===== src/rtl/hattrick_i2c_pkg.sv =====
// rtl/hattrick_i2c_pkg.sv - shared types and constants for the I2C GPI slave
// Holds the protocol state enum, the ACK/NACK bit values and the depth of the
// pin synchronizer chain.
package hattrick_i2c_pkg;

    typedef enum logic [3:0] {
        ST_IDLE,
        ST_ADDR,
        ST_ADDR_ACK,
        ST_WR_PTR,
        ST_WR_BYTE,
        ST_WR_ACK,
        ST_RD_FETCH,
        ST_RD_BYTE,
        ST_RD_ACK
    } i2c_state_t;

    localparam logic I2C_ACK    = 1'b0;
    localparam logic I2C_NACK   = 1'b1;
    localparam int   SYNC_DEPTH = 2;

endpackage


===== src/rtl/i2c_gpi_slave_if.sv =====
// rtl/i2c_gpi_slave_if.sv - I2C pin and GPI bank signal bundle
// I2C side : SCL_IN, SDA_IN raw pins; SDA_OE open-drain pull-down enable.
// Bank side: PORT_CS fetch pulse, OFFSET_SEL one-hot, RD_WR, RD_DATA byte.
// Write side: WR_DATA / WR_ADDR qualified by the one-cycle WR_STB.
interface i2c_gpi_slave_if;

    logic        SCL_IN;
    logic        SDA_IN;
    logic        SDA_OE;
    logic        PORT_CS;
    logic [15:0] OFFSET_SEL;
    logic        RD_WR;
    logic [7:0]  RD_DATA;
    logic [7:0]  WR_DATA;
    logic [7:0]  WR_ADDR;
    logic        WR_STB;

    modport slave (
        input  SCL_IN, SDA_IN, RD_DATA,
        output SDA_OE, PORT_CS, OFFSET_SEL, RD_WR, WR_DATA, WR_ADDR, WR_STB
    );

    modport master (
        output SCL_IN, SDA_IN, RD_DATA,
        input  SDA_OE, PORT_CS, OFFSET_SEL, RD_WR, WR_DATA, WR_ADDR, WR_STB
    );

endinterface


===== src/rtl/i2c_sync_edge.sv =====
// rtl/i2c_sync_edge.sv - pin synchronizer with rise/fall pulse outputs
// Ports: SYSCLK, RESET_N (async, active-low); async_in raw pin;
//        sync_out synchronized level; rise/fall one-cycle edge pulses.
module i2c_sync_edge
    import hattrick_i2c_pkg::*;
(
    input  logic SYSCLK,
    input  logic RESET_N,
    input  logic async_in,
    output logic sync_out,
    output logic rise,
    output logic fall
);

    logic [SYNC_DEPTH-1:0] sync_q;
    logic                  hist_q;

    // Reset to the idle-high bus level so reset release never fakes an edge.
    always_ff @(posedge SYSCLK or negedge RESET_N) begin
        if (!RESET_N) begin
            sync_q <= '1;
            hist_q <= 1'b1;
        end else begin
            sync_q <= {sync_q[SYNC_DEPTH-2:0], async_in};
            hist_q <= sync_q[SYNC_DEPTH-1];
        end
    end

    assign sync_out = sync_q[SYNC_DEPTH-1];
    assign rise     = sync_out & ~hist_q;
    assign fall     = ~sync_out & hist_q;

endmodule


===== src/rtl/i2c_gpi_slave.sv =====
// rtl/i2c_gpi_slave.sv - I2C slave front end for one port of the GPI read bank
// Params: DEV_ADDR 7-bit device address; PORT_PAGE pointer page mapped to the bank.
// Ports : SYSCLK, RESET_N (async, active-low); bus (i2c_gpi_slave_if.slave)
//         carrying the I2C pins, the bank fetch controls and the write strobe.
module i2c_gpi_slave
    import hattrick_i2c_pkg::*;
#(
    parameter logic [6:0] DEV_ADDR  = 7'h50,
    parameter logic [3:0] PORT_PAGE = 4'h0
) (
    input  logic             SYSCLK,
    input  logic             RESET_N,
    i2c_gpi_slave_if.slave   bus
);

    logic scl_lvl, scl_rise, scl_fall;
    logic sda_lvl, sda_rise, sda_fall;

    i2c_sync_edge u_scl_sync (
        .SYSCLK   (SYSCLK),
        .RESET_N  (RESET_N),
        .async_in (bus.SCL_IN),
        .sync_out (scl_lvl),
        .rise     (scl_rise),
        .fall     (scl_fall)
    );

    i2c_sync_edge u_sda_sync (
        .SYSCLK   (SYSCLK),
        .RESET_N  (RESET_N),
        .async_in (bus.SDA_IN),
        .sync_out (sda_lvl),
        .rise     (sda_rise),
        .fall     (sda_fall)
    );

    logic start_det, stop_det;
    assign start_det = sda_fall & scl_lvl;
    assign stop_det  = sda_rise & scl_lvl;

    i2c_state_t state_q, state_d;
    logic [7:0] shreg_q, shreg_d;
    logic [3:0] bit_cnt_q, bit_cnt_d;
    logic [7:0] ptr_q, ptr_d;
    logic       sda_oe_q, sda_oe_d;
    logic [1:0] fcnt_q, fcnt_d;
    logic [7:0] wr_data_q, wr_data_d;
    logic [7:0] wr_addr_q, wr_addr_d;
    logic       wr_stb_q, wr_stb_d;

    logic       page_hit;
    logic [7:0] shifted;
    assign page_hit = (ptr_q[7:4] == PORT_PAGE);
    assign shifted  = {shreg_q[6:0], sda_lvl};

    always_ff @(posedge SYSCLK or negedge RESET_N) begin
        if (!RESET_N) begin
            state_q   <= ST_IDLE;
            shreg_q   <= 8'h00;
            bit_cnt_q <= 4'd0;
            ptr_q     <= 8'h00;
            sda_oe_q  <= 1'b0;
            fcnt_q    <= 2'd0;
            wr_data_q <= 8'h00;
            wr_addr_q <= 8'h00;
            wr_stb_q  <= 1'b0;
        end else begin
            state_q   <= state_d;
            shreg_q   <= shreg_d;
            bit_cnt_q <= bit_cnt_d;
            ptr_q     <= ptr_d;
            sda_oe_q  <= sda_oe_d;
            fcnt_q    <= fcnt_d;
            wr_data_q <= wr_data_d;
            wr_addr_q <= wr_addr_d;
            wr_stb_q  <= wr_stb_d;
        end
    end

    always_comb begin
        state_d   = state_q;
        shreg_d   = shreg_q;
        bit_cnt_d = bit_cnt_q;
        ptr_d     = ptr_q;
        sda_oe_d  = sda_oe_q;
        fcnt_d    = fcnt_q;
        wr_data_d = wr_data_q;
        wr_addr_d = wr_addr_q;
        wr_stb_d  = 1'b0;

        if (start_det) begin
            state_d   = ST_ADDR;
            bit_cnt_d = 4'd0;
            sda_oe_d  = 1'b0;
        end else if (stop_det) begin
            state_d  = ST_IDLE;
            sda_oe_d = 1'b0;
        end else begin
            case (state_q)
                ST_IDLE: ;
                ST_ADDR, ST_WR_PTR, ST_WR_BYTE: begin
                    if (scl_rise && bit_cnt_q != 4'd8) begin
                        shreg_d   = shifted;
                        bit_cnt_d = bit_cnt_q + 4'd1;
                        // Data byte is complete on the 8th rise; strobe it out
                        // before the ACK so the write side sees it early.
                        if (state_q == ST_WR_BYTE && bit_cnt_q == 4'd7) begin
                            wr_data_d = shifted;
                            wr_addr_d = ptr_q;
                            wr_stb_d  = 1'b1;
                            ptr_d     = ptr_q + 8'd1;
                        end
                    end else if (scl_fall && bit_cnt_q == 4'd8) begin
                        bit_cnt_d = 4'd0;
                        if (state_q == ST_ADDR) begin
                            if (shreg_q[7:1] == DEV_ADDR) begin
                                sda_oe_d = 1'b1;
                                state_d  = ST_ADDR_ACK;
                            end else begin
                                state_d  = ST_IDLE;
                            end
                        end else begin
                            if (state_q == ST_WR_PTR)
                                ptr_d = shreg_q;
                            sda_oe_d = 1'b1;
                            state_d  = ST_WR_ACK;
                        end
                    end
                end
                ST_ADDR_ACK: begin
                    if (scl_fall) begin
                        sda_oe_d = 1'b0;
                        fcnt_d   = 2'd0;
                        state_d  = shreg_q[0] ? ST_RD_FETCH : ST_WR_PTR;
                    end
                end
                ST_WR_ACK: begin
                    if (scl_fall) begin
                        sda_oe_d = 1'b0;
                        state_d  = ST_WR_BYTE;
                    end
                end
                ST_RD_FETCH: begin
                    // fcnt 0 is the fetch cycle; bank DOUT is registered, so
                    // it is sampled two cycles later.
                    fcnt_d = fcnt_q + 2'd1;
                    if (fcnt_q == 2'd2) begin
                        shreg_d   = page_hit ? bus.RD_DATA : 8'h00;
                        sda_oe_d  = page_hit ? ~bus.RD_DATA[7] : 1'b1;
                        ptr_d     = ptr_q + 8'd1;
                        bit_cnt_d = 4'd1;
                        state_d   = ST_RD_BYTE;
                    end
                end
                ST_RD_BYTE: begin
                    // bit_cnt counts bits already placed on the bus.
                    if (scl_fall) begin
                        if (bit_cnt_q == 4'd8) begin
                            sda_oe_d = 1'b0;
                            state_d  = ST_RD_ACK;
                        end else begin
                            shreg_d   = {shreg_q[6:0], 1'b0};
                            sda_oe_d  = ~shreg_q[6];
                            bit_cnt_d = bit_cnt_q + 4'd1;
                        end
                    end
                end
                ST_RD_ACK: begin
                    if (scl_rise) begin
                        if (sda_lvl == I2C_NACK)
                            state_d = ST_IDLE;
                    end else if (scl_fall) begin
                        fcnt_d  = 2'd0;
                        state_d = ST_RD_FETCH;
                    end
                end
                default: state_d = ST_IDLE;
            endcase
        end
    end

    logic fetch_cyc;
    assign fetch_cyc      = (state_q == ST_RD_FETCH) && (fcnt_q == 2'd0);
    assign bus.PORT_CS    = fetch_cyc & page_hit;
    assign bus.OFFSET_SEL = bus.PORT_CS ? (16'h0001 << ptr_q[3:0]) : 16'h0000;
    assign bus.RD_WR      = 1'b1;
    assign bus.SDA_OE     = sda_oe_q;
    assign bus.WR_DATA    = wr_data_q;
    assign bus.WR_ADDR    = wr_addr_q;
    assign bus.WR_STB     = wr_stb_q;

endmodule


===== src/flat_wrapper.sv =====
// flat-port wrapper written by rule: the top's interface ports become plain ports
module i2c_gpi_slave_flat import hattrick_i2c_pkg::*;
#(
    parameter logic [6:0] DEV_ADDR  = 7'h50,
    parameter logic [3:0] PORT_PAGE = 4'h0
)
  (SYSCLK, RESET_N, bus_SCL_IN, bus_SDA_IN, bus_RD_DATA, bus_SDA_OE, bus_PORT_CS, bus_OFFSET_SEL, bus_RD_WR, bus_WR_DATA, bus_WR_ADDR, bus_WR_STB);
  i2c_gpi_slave_if bus_i ();
  input  logic SYSCLK;
  input  logic RESET_N;
  input wire logic [$bits(bus_i.SCL_IN)-1:0] bus_SCL_IN;
  input wire logic [$bits(bus_i.SDA_IN)-1:0] bus_SDA_IN;
  input wire logic [$bits(bus_i.RD_DATA)-1:0] bus_RD_DATA;
  output wire logic [$bits(bus_i.SDA_OE)-1:0] bus_SDA_OE;
  output wire logic [$bits(bus_i.PORT_CS)-1:0] bus_PORT_CS;
  output wire logic [$bits(bus_i.OFFSET_SEL)-1:0] bus_OFFSET_SEL;
  output wire logic [$bits(bus_i.RD_WR)-1:0] bus_RD_WR;
  output wire logic [$bits(bus_i.WR_DATA)-1:0] bus_WR_DATA;
  output wire logic [$bits(bus_i.WR_ADDR)-1:0] bus_WR_ADDR;
  output wire logic [$bits(bus_i.WR_STB)-1:0] bus_WR_STB;
  assign bus_i.SCL_IN = bus_SCL_IN;
  assign bus_i.SDA_IN = bus_SDA_IN;
  assign bus_i.RD_DATA = bus_RD_DATA;
  assign bus_SDA_OE = bus_i.SDA_OE;
  assign bus_PORT_CS = bus_i.PORT_CS;
  assign bus_OFFSET_SEL = bus_i.OFFSET_SEL;
  assign bus_RD_WR = bus_i.RD_WR;
  assign bus_WR_DATA = bus_i.WR_DATA;
  assign bus_WR_ADDR = bus_i.WR_ADDR;
  assign bus_WR_STB = bus_i.WR_STB;
  i2c_gpi_slave #(.DEV_ADDR(DEV_ADDR), .PORT_PAGE(PORT_PAGE)) u_core (.SYSCLK(SYSCLK), .RESET_N(RESET_N), .bus(bus_i));
endmodule

===== config.mk =====
export PLATFORM = sky130hd
export DESIGN_NAME = i2c_gpi_slave_flat
export DESIGN_NICKNAME = d
export VERILOG_FILES = /design/src/rtl/hattrick_i2c_pkg.sv /design/src/rtl/i2c_gpi_slave_if.sv /design/src/rtl/i2c_sync_edge.sv /design/src/rtl/i2c_gpi_slave.sv /design/src/flat_wrapper.sv
export SDC_FILE = /design/constraint.sdc
export NUM_CORES = 1
export LEC_CHECK = 0
export ABC_CLOCK_PERIOD_IN_PS = 1900
export CAP_MARGIN = 15
export CORE_MARGIN = 4
export CORE_UTILIZATION = 35
export CTS_BUF_LIST = sky130_fd_sc_hd__clkbuf_16
export CTS_CLUSTER_SIZE = 10
export DETAILED_ROUTE_END_ITERATION = 12
export HOLD_SLACK_MARGIN = 0.08
export PLACE_DENSITY = 0.64
export RECOVER_POWER = 50
export SYNTH_ARGS = -nofsm -noshare
export SYNTH_HDL_FRONTEND = slang
export SYNTH_SLANG_ARGS = --single-unit

===== constraint.sdc =====
create_clock -name SYSCLK -period 1.9 [get_ports SYSCLK]
set_input_delay 0.19 -clock SYSCLK [delete_from_list [all_inputs] [get_ports SYSCLK]]
set_output_delay 0.19 -clock SYSCLK [all_outputs]
set_load 0.005 [all_outputs]

-- After elaboration in Yosys (flattened, before gate mapping)
Index checks and enable logic that the tools add are counted.
- flip-flop bits (word level): 50
- output and inout port bits: 36
- logic and storage cells: 150
- $add $sub $neg: 3
- equality and inequality tests: 39
- shift-type cells: 1
- mux-type cells: 58
- bitwise logic cells: 15
- reduce and logical (&&, ||, !) cells: 21
- operators with widths (kind ; number):
    $mux 8 ; 11
    $mux 4 ; 19
    $ne 4x1->1 const B ; 8
    $pmux 4 s7 ; 1
    $pmux 8 s3 ; 1
    $eq 4x3->1 const B ; 5
    $mux 1 ; 16
    $mux 16 ; 1
    $pmux 8 s2 ; 1
    $shl 1x4->16 const A ; 1
    $ne 3x1->1 const B ; 5
    $reduce_and 7->1 ; 2
    $pmux 4 s3 ; 1
    $reduce_and 10->1 ; 1
    $add 8x1->8 const B ; 1
    $eq 4x2->1 const B ; 2
    $eq 4x4->1 const B ; 2
    $logic_not 4->1 ; 2
    $ne 2x1->1 const B ; 4
    $not 1->1 ; 8
    $reduce_and 8->1 ; 1
    $and 1x1->1 ; 7
    $eq 7x7->1 const B ; 1
    $mux 2 ; 3
    other kinds (26) ; 33

-- Logic depth before layout (Yosys ltp)
- word-level depth: 8
- gate-level depth with buffers: 8

-- Cells and area by module
A second synthesis with hierarchy kept.
- cells, all modules: 311
- area total of the unflattened synthesis: 3039.2 sq um
- modules (own cells, without submodules) (module ; times used ; cells an instance ; area each (sq um) ; sequential area each (sq um)):
    i2c_gpi_slave ; 1 ; 301 ; 2851.5 ; 1101.1
    i2c_sync_edge ; 2 ; 5 ; 93.8 ; 78.8

-- Least setup slack after synthesis
OpenSTA, ideal clock, no wires.
- path type: reg2reg
- start: reg u_core.bit_cnt_q[0]
- end: reg u_core.ptr_q[2]
- setup time: 128 ps
- data arrival time: 1799 ps
- slack: -27 ps
- stages on the path, launching flop included: 8
- path buffers: 0
- period minus slack after synthesis: 1927 ps
- path through: dfrtp_1 -> inv_1 -> ha_1 -> and3b_1 -> o22ai_2 -> o2111ai_4 -> nor2_4 -> mux2_1
- word-level cells in the longest chain between the ends: 4
- elaborated cells between the ends (all ways): 13
- those cells by class: eq/ne (7); mux (2); reduce/logical (4)
- RTL lines (element ; line ; RTL):
    start, declared ; i2c_gpi_slave.sv:43 ; logic [3:0] bit_cnt_q, bit_cnt_d;
    start signal, assigned ; i2c_gpi_slave.sv:70 ; bit_cnt_q <= bit_cnt_d;
    $eq 4x3->1 (tied with other cells) ; i2c_gpi_slave.sv:107 ; if (state_q == ST_WR_BYTE && bit_cnt_q == 4'd7) begin
    $logic_and 1x1->1 (on tied branches) ; i2c_gpi_slave.sv:107, i2c_gpi_slave.sv:102, i2c_gpi_slave.sv:113 ;
    $ne 3x3->1 (no line) (tied with other cells) ; n/a ;
    $reduce_and 8->1 (no line) / $pmux 8 s2 (equally long branches) ; n/a ;
    end signal, assigned ; i2c_gpi_slave.sv:71 ; ptr_q <= ptr_d;
    end, declared ; i2c_gpi_slave.sv:44 ; logic [7:0] ptr_q, ptr_d;
Several ways; a longest one is shown, not always the timed one.
A chain may end at the register's enable or synchronous reset.

-- Final worst setup path
- start: reg u_core.u_scl_sync.sync_q[1]
- end: reg u_core.shreg_q[1]
- word-level cells in the longest chain between the ends: 4
- elaborated cells between the ends (all ways): 11
- those cells by class: eq/ne (2); bitwise (7); reduce/logical (2)
- RTL lines (element ; line ; RTL):
    start, declared ; i2c_sync_edge.sv:15 ; logic [SYNC_DEPTH-1:0] sync_q;
    start signal, assigned ; i2c_sync_edge.sv:24 ; sync_q <= {sync_q[SYNC_DEPTH-2:0], async_in};
    $and 1x1->1 / $not 1->1 (equally long branches) ; i2c_sync_edge.sv:30, i2c_sync_edge.sv:31 ;
    $logic_and 1x1->1 / $and 1x1->1 (equally long branches) ; i2c_gpi_slave.sv:102, i2c_sync_edge.sv:31 ;
    $ne 2x1->1 (no line) ; n/a ;
    $reduce_and 7->1 (no line) * ; n/a ;
    end signal, assigned ; i2c_gpi_slave.sv:69 ; shreg_q <= shreg_d;
    end, declared ; i2c_gpi_slave.sv:42 ; logic [7:0] shreg_q, shreg_d;
Every way passes the cells marked *; elsewhere a longest branch is shown, timed or not.

==> impl_metrics.yaml <==
outcome:
  status: "finished with violations"
  violations: "setup timing"
cts:
  cts_buffers: 5
  clk_pin_slew_ns: 0.06
  cts_max_level: 2
  clock_latency_ns: 0.29
  clock_sinks: 50
  ctsRootBufferMaster: "clkbuf_16"
  cts_tree: "built"
  clockBufferDepth: 2
synth:
  synth_seq_cells: 50
  synth_top_family_by_area: "simple AND/OR/NAND/NOR gates"
  synthDistinctLibCells: 78
  synthArstFlopShare_pct: 100.0
  ys_warn_count: 0
  syn_nets: 347
  synth_area_per_cell_um2: 10.08
  synth_ff_type: "dfrtp_1"
  synth_edf_count: 0
  synthMuxAreaShare_pct: 10.08
  ys_seq_area_share_pct: 38.43
  synth_compound_area_share_pct: 17.30
  netlist_instances: 325
  synth.cell_area_um2: 3276
  synthAdderAreaFrac_pct: 3.820
  yosys.area_share.simple_pct: 24.41
  synth_xor_area_share_pct: 0.2674
run:
  maxCapViolCount: 0
placement:
  dp_hpwl_um: 6440
  gp_congestion: 0.9325
  pre_cts_ws_ns: -0.1697
  port_buffers: 46
die:
  dieHeight_um: 104.7
  die_w_um: 104.7
  die_area_um2: 10970
  initial_core_util_pct: 35.62
  ios: 48
  row_count: 35
  design.core.area_um2: 9196
global_route:
  grt_pass1_wl_um: 15640
  grt_use_total_pct: 17.49
  overflow: 0
  antenna_found_initial: 0
  grt_pass1_vias: 3039
  grt_max_degree: 30
power_and_ir_drop:
  leakage_nw: 2.219
  irDropWorstVdd_mv: 0.4925
  cellPowerDensity_nw_per_um2: 615.7
layout:
  layout_common_cells: "buf_4, dfrtp_1, clkdlybuf4s50_1"
  syn_to_final_growth_pct: 53.40
  fin_nets: 457
  drive_above_1_share_pct: 46.33
  final_common_cell: "buf_4"
  insertedDiodeCount: 0
  multi_input_area_um2: 2295
  fillers: 765
  seqCellArea_um2: 1261
detailed_routing:
  dr.pass1.iters: 4
  drtIter0Drc: 253
  drc: 0
  via_count: 3068
  ant_nets: 0
  avgRoutedWirePerCell_um: 18.14
  via_per_inst: 5.609
  drt-total-wl_um: 9920
timing:
  fin_ws_ns: -0.07571
  setup_viol: 39
  worst_pin_slew_ns: 1.155
  skew_ns: 0.005152
  min_period_ns: 1.976
  max-slew-margin-rel_pct: 22.97
  grt_setup_unrepaired: "yes"
  hold_violations: 0
  fmax_ghz: 0.5061
  fin_setup_tns_ns: -1.569
  min_period_over_period_pct: 104.0
  maxSlewViolCount: 0
worst_setup_path:
  critPathKind: "reg -> reg"
  cp.arrival_ns: 2.15
  critPathLaunchType: "flip-flop"
  critPathMaxFanout: 5
  cp-end-kind: "flip-flop"
  crit_required_ns: 2.07
worst_hold_path:
  hold_class: "reg -> reg"
## Yosys cell counts, types with 2 or more instances
master / number / area, um^2
a211oi_1: 3 / 22.52
a21boi_0: 2 / 15.01
a21oi_1: 9 / 45.04
a22o_1: 9 / 78.83
a2bb2oi_1: 5 / 43.79
a31oi_1: 7 / 43.79
and2b_2: 2 / 17.52
and3_1: 6 / 37.54
and3b_1: 2 / 17.52
buf_2: 2 / 10.01
buf_4: 8 / 60.06
buf_6: 4 / 45.04
clkbuf_1: 4 / 15.01
dfrtp_1: 44 / 1101
dfstp_2: 6 / 157.7
ha_1: 10 / 125.1
inv_1: 13 / 48.80
mux2_1: 4 / 45.04
mux2_2: 20 / 225.2
mux2_4: 2 / 30.03
mux2i_1: 3 / 30.03
nand2_1: 21 / 78.83
nand2b_1: 6 / 37.54
nand3_1: 11 / 55.05
nand3b_1: 5 / 37.54
nand4_1: 2 / 12.51
nor2_1: 21 / 78.83
nor2b_1: 3 / 18.77
nor3_1: 16 / 80.08
nor4_1: 3 / 18.77
nor4b_1: 2 / 17.52
nor4b_2: 2 / 30.03
o211ai_1: 4 / 30.03
o21ai_0: 15 / 75.07
o21ai_1: 3 / 15.01
o22ai_1: 3 / 18.77
or3_1: 2 / 12.51
## registers in the layout, indices dropped and copies added (netlist names)
register	cells
u_core.state_q	4
u_core.bus.WR_ADDR	8
u_core.bus.SDA_OE	1
u_core.fcnt_q	2
u_core.u_sda_sync.sync_q	2
u_core.bit_cnt_q	4
u_core.ptr_q	8
u_core.shreg_q	8
u_core.bus.WR_STB	1
u_core.bus.WR_DATA	8
u_core.u_scl_sync.hist_q	1
u_core.u_sda_sync.hist_q	1
u_core.u_scl_sync.sync_q	2
## kinds of logic after synthesis
kind of cell / count (synthesis)
buffers and inverters: 32
multiplexers: 29
AND/OR/NAND/NOR: 124
flip-flops: 50
XOR/XNOR: 1
other: 1
AO/OA/AOI/OAI: 78
adder cells (fa/ha/maj): 10
## per-stage QoR
step	util [%]	total power [mW]	instances	cell area, um^2	hold slack (ns)
4_1_cts	50.91	3.038	538	4682	0.2962
2_1_floorplan	-	1.614	325	3287	-0.1056
3_3_place_gp	45.67	1.865	516	4200	0.1853
6_report	54.64	3.094	547	5025	0.3571
3_5_place_dp	45.67	1.885	516	4200	0.1898
5_1_grt	54.64	3.245	547	5025	0.3630
## layout make-up
class                           count  area share [%]
Clock buffer                        5           2.490
Clock inverter                      3          0.8466
Inverter                           14           1.096
Tap cell                          111           2.764
Multi-Input combinational cell    244           45.67
Timing Repair Buffer              120           22.04
Sequential cell                    50           25.10
## report_power, final
group / switching (mW) / total [mW] / internal (mW) / leakage [nW]
registers: 0.126 / 1.29 / 1.17 / 0.662
clock network: 0.408 / 1.03 / 0.622 / 0.0818
logic: 0.336 / 0.771 / 0.435 / 1.48
total: 0.870 / 3.09 / 2.22 / 2.22
## routing by layer
| layer | wire (um) | global-route usage, % | vias to the layer above |
|---|---|---|---|
| li1 | - | - | 1427 |
| met1 | 4377 | 24.05 | 1517 |
| met2 | 4889 | 28.37 | 110 |
| met3 | 495 | 2.965 | 14 |
| met4 | 158 | 4.873 | 0 |
| met5 | 0 | 0 | - |
## final timing paths
kind	start	endpoint	slack [ns]	cells after the start
setup / recovery	u_core.u_scl_sync.sync_q[1]	u_core.shreg_q[1]	-0.08	7
hold / removal	u_core.u_sda_sync.sync_q[0]	u_core.u_sda_sync.sync_q[1]	0.36	0
setup reg to reg	u_core.u_scl_sync.sync_q[1]	u_core.shreg_q[1]	-0.08	7
hold reg to reg	u_core.u_sda_sync.sync_q[0]	u_core.u_sda_sync.sync_q[1]	0.36	0
max in group asynchronous	RESET_N	u_core.state_q[0]	0.12	3
min in group asynchronous	RESET_N	u_core.bus.WR_DATA[4]	0.65	2
## worst max-delay path, stage by stage, from the launching register on
cell	delay, ns
dfstp_2	0.56
buf_6	0.10
and2b_2	0.24
a211oi_4	0.27
nor4_4	0.07
buf_4	0.17
nand3_4	0.14
mux2_4	0.31
## repair_timing
action | 4_1_cts | 5_1_grt
buffers inserted | 12 | 11
hold buffers | 1 | 0
cloned | 2 | 1
gates resized for setup | 107 | 68
hold endpoints to repair | 15 | 0
pin swaps | 31 | 24
endpoints found under the setup margin | 50 | 59
(Power assumes the default switching activity.)
